`config.mk`:
```
export PLATFORM = sky130hd
export DESIGN_NAME = stream_dedup
export DESIGN_NICKNAME = d
export VERILOG_FILES = /design/src/rtl/stream_dedup_pkg.sv /design/src/rtl/dedup_cam.sv /design/src/rtl/stream_dedup.sv
export SDC_FILE = /design/constraint.sdc
export NUM_CORES = 1
export LEC_CHECK = 0
export CORE_MARGIN = 2
export CORE_UTILIZATION = 50
export DETAILED_ROUTE_END_ITERATION = 16
export GPL_TIMING_DRIVEN = 0
export PLACE_DENSITY = 0.72
export SYNTH_ARGS = -nofsm -noshare
export SYNTH_HDL_FRONTEND = slang
export SYNTH_SLANG_ARGS = --single-unit
```
`constraint.sdc`:
```
create_clock -name clk -period 4.9 [get_ports clk]
set_input_delay 1.47 -clock clk [delete_from_list [all_inputs] [get_ports clk]]
set_output_delay 1.47 -clock clk [all_outputs]
set_load 0.02 [all_outputs]
```
`src/rtl/stream_dedup_pkg.sv`:
```
// Shared types and sizing helpers for the stream de-duplicator.
// Holds the set FSM state type, default sizes and width functions.
package stream_dedup_pkg;

    typedef enum logic {
        COLLECT = 1'b0,
        CLOSED  = 1'b1
    } state_t;

    localparam int DEF_DATA_W = 8;
    localparam int DEF_DEPTH  = 9;

    // Width able to hold the values 0..depth.
    function automatic int cnt_width(input int depth);
        return $clog2(depth + 1);
    endfunction

    // Slot address width; never collapses to zero bits.
    function automatic int addr_width(input int depth);
        return (depth > 1) ? $clog2(depth) : 1;
    endfunction

endpackage

```
`src/rtl/dedup_cam.sv`:
```
// Small CAM for stream_dedup: DEPTH value slots with valid bits.
// Ports: wr_en/wr_idx/wr_data write a slot, clear empties the table,
// key/hit is the parallel lookup against valid slots only.
// With STREAM_DEDUP_READBACK_EN: rd_addr -> rd_data/rd_hit slot read.
module dedup_cam
    import stream_dedup_pkg::*;
#(
    parameter int DATA_W = DEF_DATA_W,
    parameter int DEPTH  = DEF_DEPTH,
    parameter int CNT_W  = cnt_width(DEPTH),
    parameter int AW     = addr_width(DEPTH)
) (
    input  logic              clk,
    input  logic              rst_n,
    input  logic              clear,
    input  logic              wr_en,
    input  logic [CNT_W-1:0]  wr_idx,
    input  logic [DATA_W-1:0] wr_data,
    input  logic [DATA_W-1:0] key,
    output logic              hit
`ifdef STREAM_DEDUP_READBACK_EN
    ,
    input  logic [AW-1:0]     rd_addr,
    output logic [DATA_W-1:0] rd_data,
    output logic              rd_hit
`endif
);

    logic [DATA_W-1:0] ent_data [DEPTH];
    logic [DEPTH-1:0]  ent_vld;
    logic [DEPTH-1:0]  match_vec;

    // Only the valid bits need reset; an invalid slot never matches.
    always_ff @(posedge clk) begin
        if (!rst_n || clear) begin
            ent_vld <= '0;
        end else if (wr_en) begin
            for (int i = 0; i < DEPTH; i++) begin
                if (wr_idx == CNT_W'(i)) begin
                    ent_vld[i] <= 1'b1;
                end
            end
        end
    end

    always_ff @(posedge clk) begin
        if (wr_en) begin
            for (int i = 0; i < DEPTH; i++) begin
                if (wr_idx == CNT_W'(i)) begin
                    ent_data[i] <= wr_data;
                end
            end
        end
    end

    always_comb begin
        for (int i = 0; i < DEPTH; i++) begin
            match_vec[i] = ent_vld[i] && (ent_data[i] == key);
        end
    end

    assign hit = |match_vec;

`ifdef STREAM_DEDUP_READBACK_EN
    // Out-of-range addresses decode to no slot and read as zero.
    always_comb begin
        rd_data = '0;
        rd_hit  = 1'b0;
        for (int i = 0; i < DEPTH; i++) begin
            if (rd_addr == AW'(i)) begin
                rd_data = ent_data[i];
                rd_hit  = ent_vld[i];
            end
        end
    end
`endif

endmodule

```
`src/rtl/stream_dedup.sv`:
```
// Streaming duplicate remover: forwards first occurrences in order.
// Ports: in_* valid/ready input with in_last closing the set, out_*
// valid/ready output, clear restarts the set, unique_count/full/
// overflow/done report table status.  STREAM_DEDUP_READBACK_EN adds
// rd_addr/rd_data/rd_hit for reading stored slots in arrival order.
module stream_dedup
    import stream_dedup_pkg::*;
#(
    parameter int DATA_W = DEF_DATA_W,
    parameter int DEPTH  = DEF_DEPTH,
    parameter int CNT_W  = cnt_width(DEPTH)
) (
    input  logic              clk,
    input  logic              rst_n,
    input  logic              clear,
    input  logic              in_valid,
    output logic              in_ready,
    input  logic [DATA_W-1:0] in_data,
    input  logic              in_last,
    output logic              out_valid,
    input  logic              out_ready,
    output logic [DATA_W-1:0] out_data,
    output logic [CNT_W-1:0]  unique_count,
    output logic              full,
    output logic              overflow,
    output logic              done
`ifdef STREAM_DEDUP_READBACK_EN
    ,
    input  logic [addr_width(DEPTH)-1:0] rd_addr,
    output logic [DATA_W-1:0]            rd_data,
    output logic                         rd_hit
`endif
);

    state_t            state_q;
    state_t            state_d;
    logic              done_d;
    logic              done_q;
    logic [CNT_W-1:0]  count_q;
    logic              out_valid_q;
    logic [DATA_W-1:0] data_q;
    logic              ovf_q;
    logic              accept;
    logic              hit;
    logic              is_new;
    logic              is_drop;

    // The output slot frees up when it is empty or popped this cycle,
    // which lets a pop and an accept share one cycle.
    assign in_ready = (state_q == COLLECT)
                   && (!out_valid_q || out_ready)
                   && !clear;
    assign accept   = in_valid && in_ready;
    assign full     = (count_q == CNT_W'(DEPTH));
    assign is_new   = accept && !hit && !full;
    assign is_drop  = accept && !hit && full;

    dedup_cam #(
        .DATA_W (DATA_W),
        .DEPTH  (DEPTH),
        .CNT_W  (CNT_W)
    ) u_cam (
        .clk     (clk),
        .rst_n   (rst_n),
        .clear   (clear),
        .wr_en   (is_new),
        .wr_idx  (count_q),
        .wr_data (in_data),
        .key     (in_data),
        .hit     (hit)
`ifdef STREAM_DEDUP_READBACK_EN
        ,
        .rd_addr (rd_addr),
        .rd_data (rd_data),
        .rd_hit  (rd_hit)
`endif
    );

    always_ff @(posedge clk) begin
        if (!rst_n) begin
            state_q <= COLLECT;
            done_q  <= 1'b0;
        end else begin
            state_q <= state_d;
            done_q  <= done_d;
        end
    end

    always_comb begin
        state_d = state_q;
        done_d  = 1'b0;
        unique case (state_q)
            COLLECT: begin
                if (accept && in_last) begin
                    state_d = CLOSED;
                    done_d  = 1'b1;
                end
            end
            CLOSED: begin
                state_d = CLOSED;
            end
            default: begin
                state_d = COLLECT;
            end
        endcase
        if (clear) begin
            state_d = COLLECT;
            done_d  = 1'b0;
        end
    end

    always_ff @(posedge clk) begin
        if (!rst_n || clear) begin
            count_q     <= '0;
            ovf_q       <= 1'b0;
            out_valid_q <= 1'b0;
            data_q      <= '0;
        end else begin
            if (is_new) begin
                count_q <= count_q + CNT_W'(1);
            end
            if (is_drop) begin
                ovf_q <= 1'b1;
            end
            if (is_new) begin
                out_valid_q <= 1'b1;
                data_q      <= in_data;
            end else if (out_ready) begin
                out_valid_q <= 1'b0;
            end
        end
    end

    assign out_valid    = out_valid_q;
    assign out_data     = data_q;
    assign unique_count = count_q;
    assign overflow     = ovf_q;
    assign done         = done_q;

endmodule
```
* Yosys cells after proc, flatten, opt, wreduce, memory -nomap -nowiden
Memory sizes are Yosys's and may differ from the RTL's.
Cells that the tools add are included.
** Word-level totals
- Input port bits :: 14
- Memory bits (writable) :: 72
- Memories :: 1
- Bits in registers :: 25
** Memory list
- u_cam.ent_data :: depth 9, width 8, read ports 9, clocked after Yosys merged registers in 0, write ports 1, line dedup_cam.sv:29 : logic [DATA_W-1:0] ent_data [DEPTH];
** Operators by class
- Bitwise operators :: 2
- Reductions and logical operators :: 45
- Add/subtract/negate cells :: 1
- Eq/ne operators :: 18
- Mux-type cells :: 55
** Operators by type and width (number)
- equality test 8 bit :: 9
- two-way mux 8 bit :: 8
- OR reduction 8 bit :: 8
- two-way mux 1 bit :: 38
- two-way mux 4 bit :: 8
- AND reduction 2 bit :: 9
- equality test 4 x 3 -> 1 bit (second input constant) :: 4
- logical AND 1 bit :: 16
- OR reduction 9 bit :: 1
- equality test 4 x 2 -> 1 bit (second input constant) :: 2
- equality test 4 bit (second input constant) :: 2
- zero test 1 bit :: 5
- adder 4 x 1 -> 4 bit (second input constant) :: 1
- equality test 4 x 1 -> 1 bit (second input constant) :: 1
- zero test 4 bit :: 1
- OR reduction 3 bit :: 1
- logical OR 1 bit :: 2
- inverter 1 bit :: 2
- one-hot mux 1 bit (2 select lines) :: 1
- nonzero test 2 bit :: 1
- OR reduction 2 bit :: 1

* Longest topological paths before layout
- Depth in word-level cells :: 18
- Depth in mapped cells :: 10
- Gate-level depth less buffers :: 7

* Hierarchy
From an unflattened synthesis, not the netlist that was laid out.
** Second synthesis, totals
- Cells, all modules :: 297
- Area total of the unflattened synthesis :: 4076.4 sq um
** By module, submodules not included
- dedup_cam :: area each 3407.0 sq um, seq. area each 2342.2 sq um, cells each 217, times used 1
- stream_dedup :: area each 669.4 sq um, seq. area each 320.3 sq um, cells each 80, times used 1

* Worst setup path after synthesis
No wires, ideal clock.
- Path type :: in2reg
- From :: input out_ready
- To :: memory u_cam.ent_data[0][24] (netlist name), enable pin
- Stages on the path :: 7
- Required time :: 4505 ps
- Setup slack :: 922 ps
- Path buffers :: 1
- Arrival time :: 3584 ps
- Cell sequence :: nor2b_1 > nor3_1 > nand2_1 > a31oi_1 > nand3_1 > clkbuf_1 > nor4_1
** Between the ends
- Word-level cells in the longest chain between the ends :: 17
** Ends and longest elaborated chain
- from (decl) :: line stream_dedup.sv:21 : input logic out_ready,
- logical OR 1 bit (*) :: line stream_dedup.sv:51 : && (!out_valid_q || out_ready)
- logical AND 1 bit (*) :: line stream_dedup.sv:51
- logical AND 1 bit (*) :: line stream_dedup.sv:52 : && !clear;
- named net in_ready :: line stream_dedup.sv:17 : output logic in_ready,
- logical AND 1 bit (*) :: line stream_dedup.sv:53 : assign accept = in_valid && in_ready;
- logical AND 1 bit (*) (2 in a row) :: line stream_dedup.sv:55 : assign is_new = accept && !hit && !full;
- two-way mux 1 bit :: line dedup_cam.sv:47 : if (wr_en) begin
- two-way mux 1 bit (implied by the code) :: line dedup_cam.sv:50 : ent_data[i] <= wr_data;
- OR reduction 8 bit (no source line)
- two-way mux 4 bit (no source line) or two-way mux 1 bit (tied branches) (8 in a row)
- to (decl) :: line dedup_cam.sv:29
Mark *: on every way through the listed nets, which the timed path passes. The rest lies on a longest branch.

* Worst setup path in the final report
- From :: input in_data[1]
- To :: memory u_cam.ent_data[0][26] (netlist name), enable pin
** Between the ends
- Word-level cells in the longest chain between the ends :: 17
** Ends and longest elaborated chain
- from (decl) :: line stream_dedup.sv:18 : input logic [DATA_W-1:0] in_data,
- equality test 8 bit :: line dedup_cam.sv:58 : match_vec[i] = ent_vld[i] && (ent_data[i] == key);
- logical AND 1 bit :: line dedup_cam.sv:58
- OR reduction 9 bit (*) :: line dedup_cam.sv:62 : assign hit = |match_vec;
- zero test 1 bit (*) :: line stream_dedup.sv:55
- logical AND 1 bit (*) (2 in a row) :: line stream_dedup.sv:55
- two-way mux 1 bit :: line dedup_cam.sv:47
- two-way mux 1 bit (implied by the code) :: line dedup_cam.sv:50
- OR reduction 8 bit (no source line)
- two-way mux 4 bit (no source line) or two-way mux 1 bit (tied branches) (8 in a row)
Every way passes the cells marked *; elsewhere a longest branch is shown, timed or not.

==> results.md <==
- Cell Count, Final, Fillers Out: 457
- PD cells: 334.6 nW/µm²
- Worst Slack Setup Final: 446.1 ps
- 1st-iter DRT viols: 204
- Net Sw Power: 335.6 µW
- Final WL: 8.526 mm
- DP Wirelength: 5.659 mm
- DRC violations left: 0
- H-tree depth: 3
- Initial antenna violation count: 0
- Tcrit/Tclk final: 90.90%
- Syn_area_per_cell: 13.60 µm²
- Core Region: 8134 µm²
- RR Endpoint: u_cam.ent_data[0][26]
- RSZ-0062 raised after global routing: false
- Setup Slack @ Placement: -371.2 ps
- Clock Tree Root: clkbuf_8
- Critical Setup Path Class: input pin to register
- Drt via density: 5.508
- RR Startpoint: out_valid
- Post-CTS Setup Repair Bufs: 0
- Syn Nets: 324
- Seq/Total Area, Yosys: 63.98%
- Post-synthesis register bit count: 97
- P&R area growth vs syn: 16.42%
- Pwr Total: 1.621 mW
- Syn Inst Count: 306
- Clock power frac: 38.2%
- WP data arrival: 4450 ps
- N_diodes: 0
- GRT Total Usage: 20.86%
- GPL Wtd Cong: 0.8707
- Worst reg-to-reg setup slack: 2270 ps
- CTS tree: done
- Worst-path clk slew: 90 ps
- Die Wd: 95.23 µm
- Max Cap Viol: 0
- Net Sw Frac: 20.70%
- DIE HEIGHT: 95.23 µm
- Worst Max-Slew Pin Slew: 823.2 ps
- Post-synthesis compound-gate area fraction: 5.923%
- Internal power: 1.286 mW
- Grt total ovfl: 0
- Final min period: 4454 ps
- CTS resizes: 0
- Netlist cell types: 31
- Sequential power share: 54.9%
- Fin nets: 365
- Worst r2r path cells: 7
- Hold Path Origin: state_q
- Number of hold buffers added after cts: 0
- Xor/xnor share of the synthesized area: 15.15%
- # placed instances: 441
- Adder-cell area share of the yosys netlist: 1.203%
- Vias in the first global route: 2486
- Worst-case vdd ir drop: 0.1619 mV
- Hold Crit Class: register to register
- Max-slew violations: 0
- Clk_lat worst skew: 360 ps
- Largest net degree at the start of global routing: 17
- # setup viols final: 0
- First-pass GRT wire length: 13.48 mm
- Via count: 2517
- Most common cell after layout, fill and taps aside: edfxtp_1
- Most frequent cells in the layout: 72 x edfxtp_1, 45 x xor2_1, 30 x clkdlybuf4s50_1
- Synth warn: 0
- Share of layout cells above drive strength 1: 8.523%
- Static Leak: 1.628 nW
- Hold EP: done
- Max-slew headroom: 44.66%
- Detail Route Antenna Nets: 0
- Synthesized area: 4161 µm²
- Comb pwr share: 7.0%
- Ports: 31
- Status: completed
- Clk_skew: 12.57 ps
- Num rows: 33
- F_max: 0.2245 GHz
- CP required: 4900 ps
- Port Buffers: 30
- Starting Density: 51.16%
- Synth Area in Simple Gates: 9.982%
- CP startpoint kind: input pin
- Die footprint: 9069 µm²
- CP Capture Type: register
- Clock Sinks: 97
- Main combinational cell family by area after synthesis: XOR/XNOR gates
- Avg WL per Cell: 18.66 µm
- Max FO, Critical Path: 10
- Cts bufs inserted: 9
- Max Buffers Root-to-Sink: 2
- Drt first pass iters: 4
- Count of final hold-check violations: 0
- Hold Path Depth: 1
- Multiplexer share of the synthesized area: 0%
==> how the worst max path moves through the flow <==
stage,from,endpoint,slack [ps],depth (start not counted)
global route,in_data[1],u_cam.ent_data[0][28],250,8
finish,in_data[1],u_cam.ent_data[0][26],450,8
detailed placement,in_data[1],u_cam.ent_data[0][25],-370,8
CTS,in_data[1],u_cam.ent_data[0][26],10,8
global placement,in_data[1],u_cam.ent_data[0][25],-300,8
floorplan,out_ready,u_cam.ent_data[0][24],920,7
==> cells by family after synthesis <==
family | count (synthesis)
flip-flops | 97
AO/OA/AOI/OAI | 38
XOR/XNOR | 72
buffers and inverters | 21
AND/OR/NAND/NOR | 74
adder cells (fa/ha/maj) | 4
==> layer usage <==
metal	up-vias	GRT usage (%)	share of wire [%]	wire, µm
li1	1198	-	-	-
met1	1251	28.52	46	3954
met2	56	33.16	48	4100
met3	12	4.585	3.8	320
met4	0	7.126	1.8	150
met5	-	0	0	0
==> through the flow <==
step           hold WS [ps]  util [%]  setup TNS, ps  instance area (µm²)
5_1_grt               503.1     59.56              0                 4845
3_5_place_dp          446.1     56.47          -2968                 4593
4_1_cts               461.7     59.48              0                 4838
3_3_place_gp          441.6     56.47          -2401                 4593
2_1_floorplan         423.1         -              0                 4161
6_report              457.0     59.56              0                 4845
==> registers in the layout, summed over array words and instances (netlist names) <==
name,flops
done,1
unique_count,4
out_data,8
out_valid,1
state_q,1
u_cam.ent_data,72
u_cam.ent_vld,9
overflow,1
==> power groups by stage <==
stage / logic (mW) / clock network, mW / registers (mW)
6_report: 0.113 / 0.619 / 0.890
5_1_grt: 0.123 / 0.661 / 0.891
4_1_cts: 0.114 / 0.628 / 0.890
3_5_place_dp: 0.113 / 0 / 0.909
3_3_place_gp: 0.111 / 0 / 0.908
2_1_floorplan: 0.0637 / 0 / 0.911
==> critical path: stages <==
cell             delay [ps]
clkdlybuf4s50_1         800
buf_4                   350
xor2_1                  160
nor4_1                   70
a41oi_1                 340
nand3_1                 240
clkbuf_1                280
nor4_2                  740
==> area by class of cell <==
type                            instances  area [µm²]
Timing Repair Buffer                   30       300.3
Buffer                                 17       141.4
Sequential cell                        97        2663
Fill cell                             648        3289
Clock inverter                          5       103.9
Inverter                                4       15.01
Multi-Input combinational cell        188        1349
Tap cell                              105       131.4
Clock buffer                           11       141.4
==> synthesized netlist by cell type <==
master    count  area [µm²]
a21oi_1      12       60.06
a31oi_1       2       12.51
nor3_1       12       60.06
nand2_1       7       26.28
inv_1         4       15.01
xnor2_1      27       236.5
nand4_1       9       56.30
o31ai_1       1       7.510
dfxtp_1      25       500.5
and3_1        7       43.79
nor4_1        8       50.05
nand2b_1      2       12.51
buf_4         2       15.01
edfxtp_1     72        2162
nand3_1      14       70.07
ha_1          4       50.05
xor2_1       45       394.1
clkbuf_1      4       15.01
and4b_1       2       20.02
and4_1        1       8.760
o21ai_0      11       55.05
a41oi_1       2       17.52
nor2b_1       4       25.02
and2_1        3       18.77
a32o_1        6       60.06
o211ai_1      1       7.510
buf_6         9       101.4
and2_4        1       8.760
nor2_1        4       15.01
buf_2         2       10.01
a22o_1        3       26.28
Note: power is estimated with default switching activity, not from simulation.
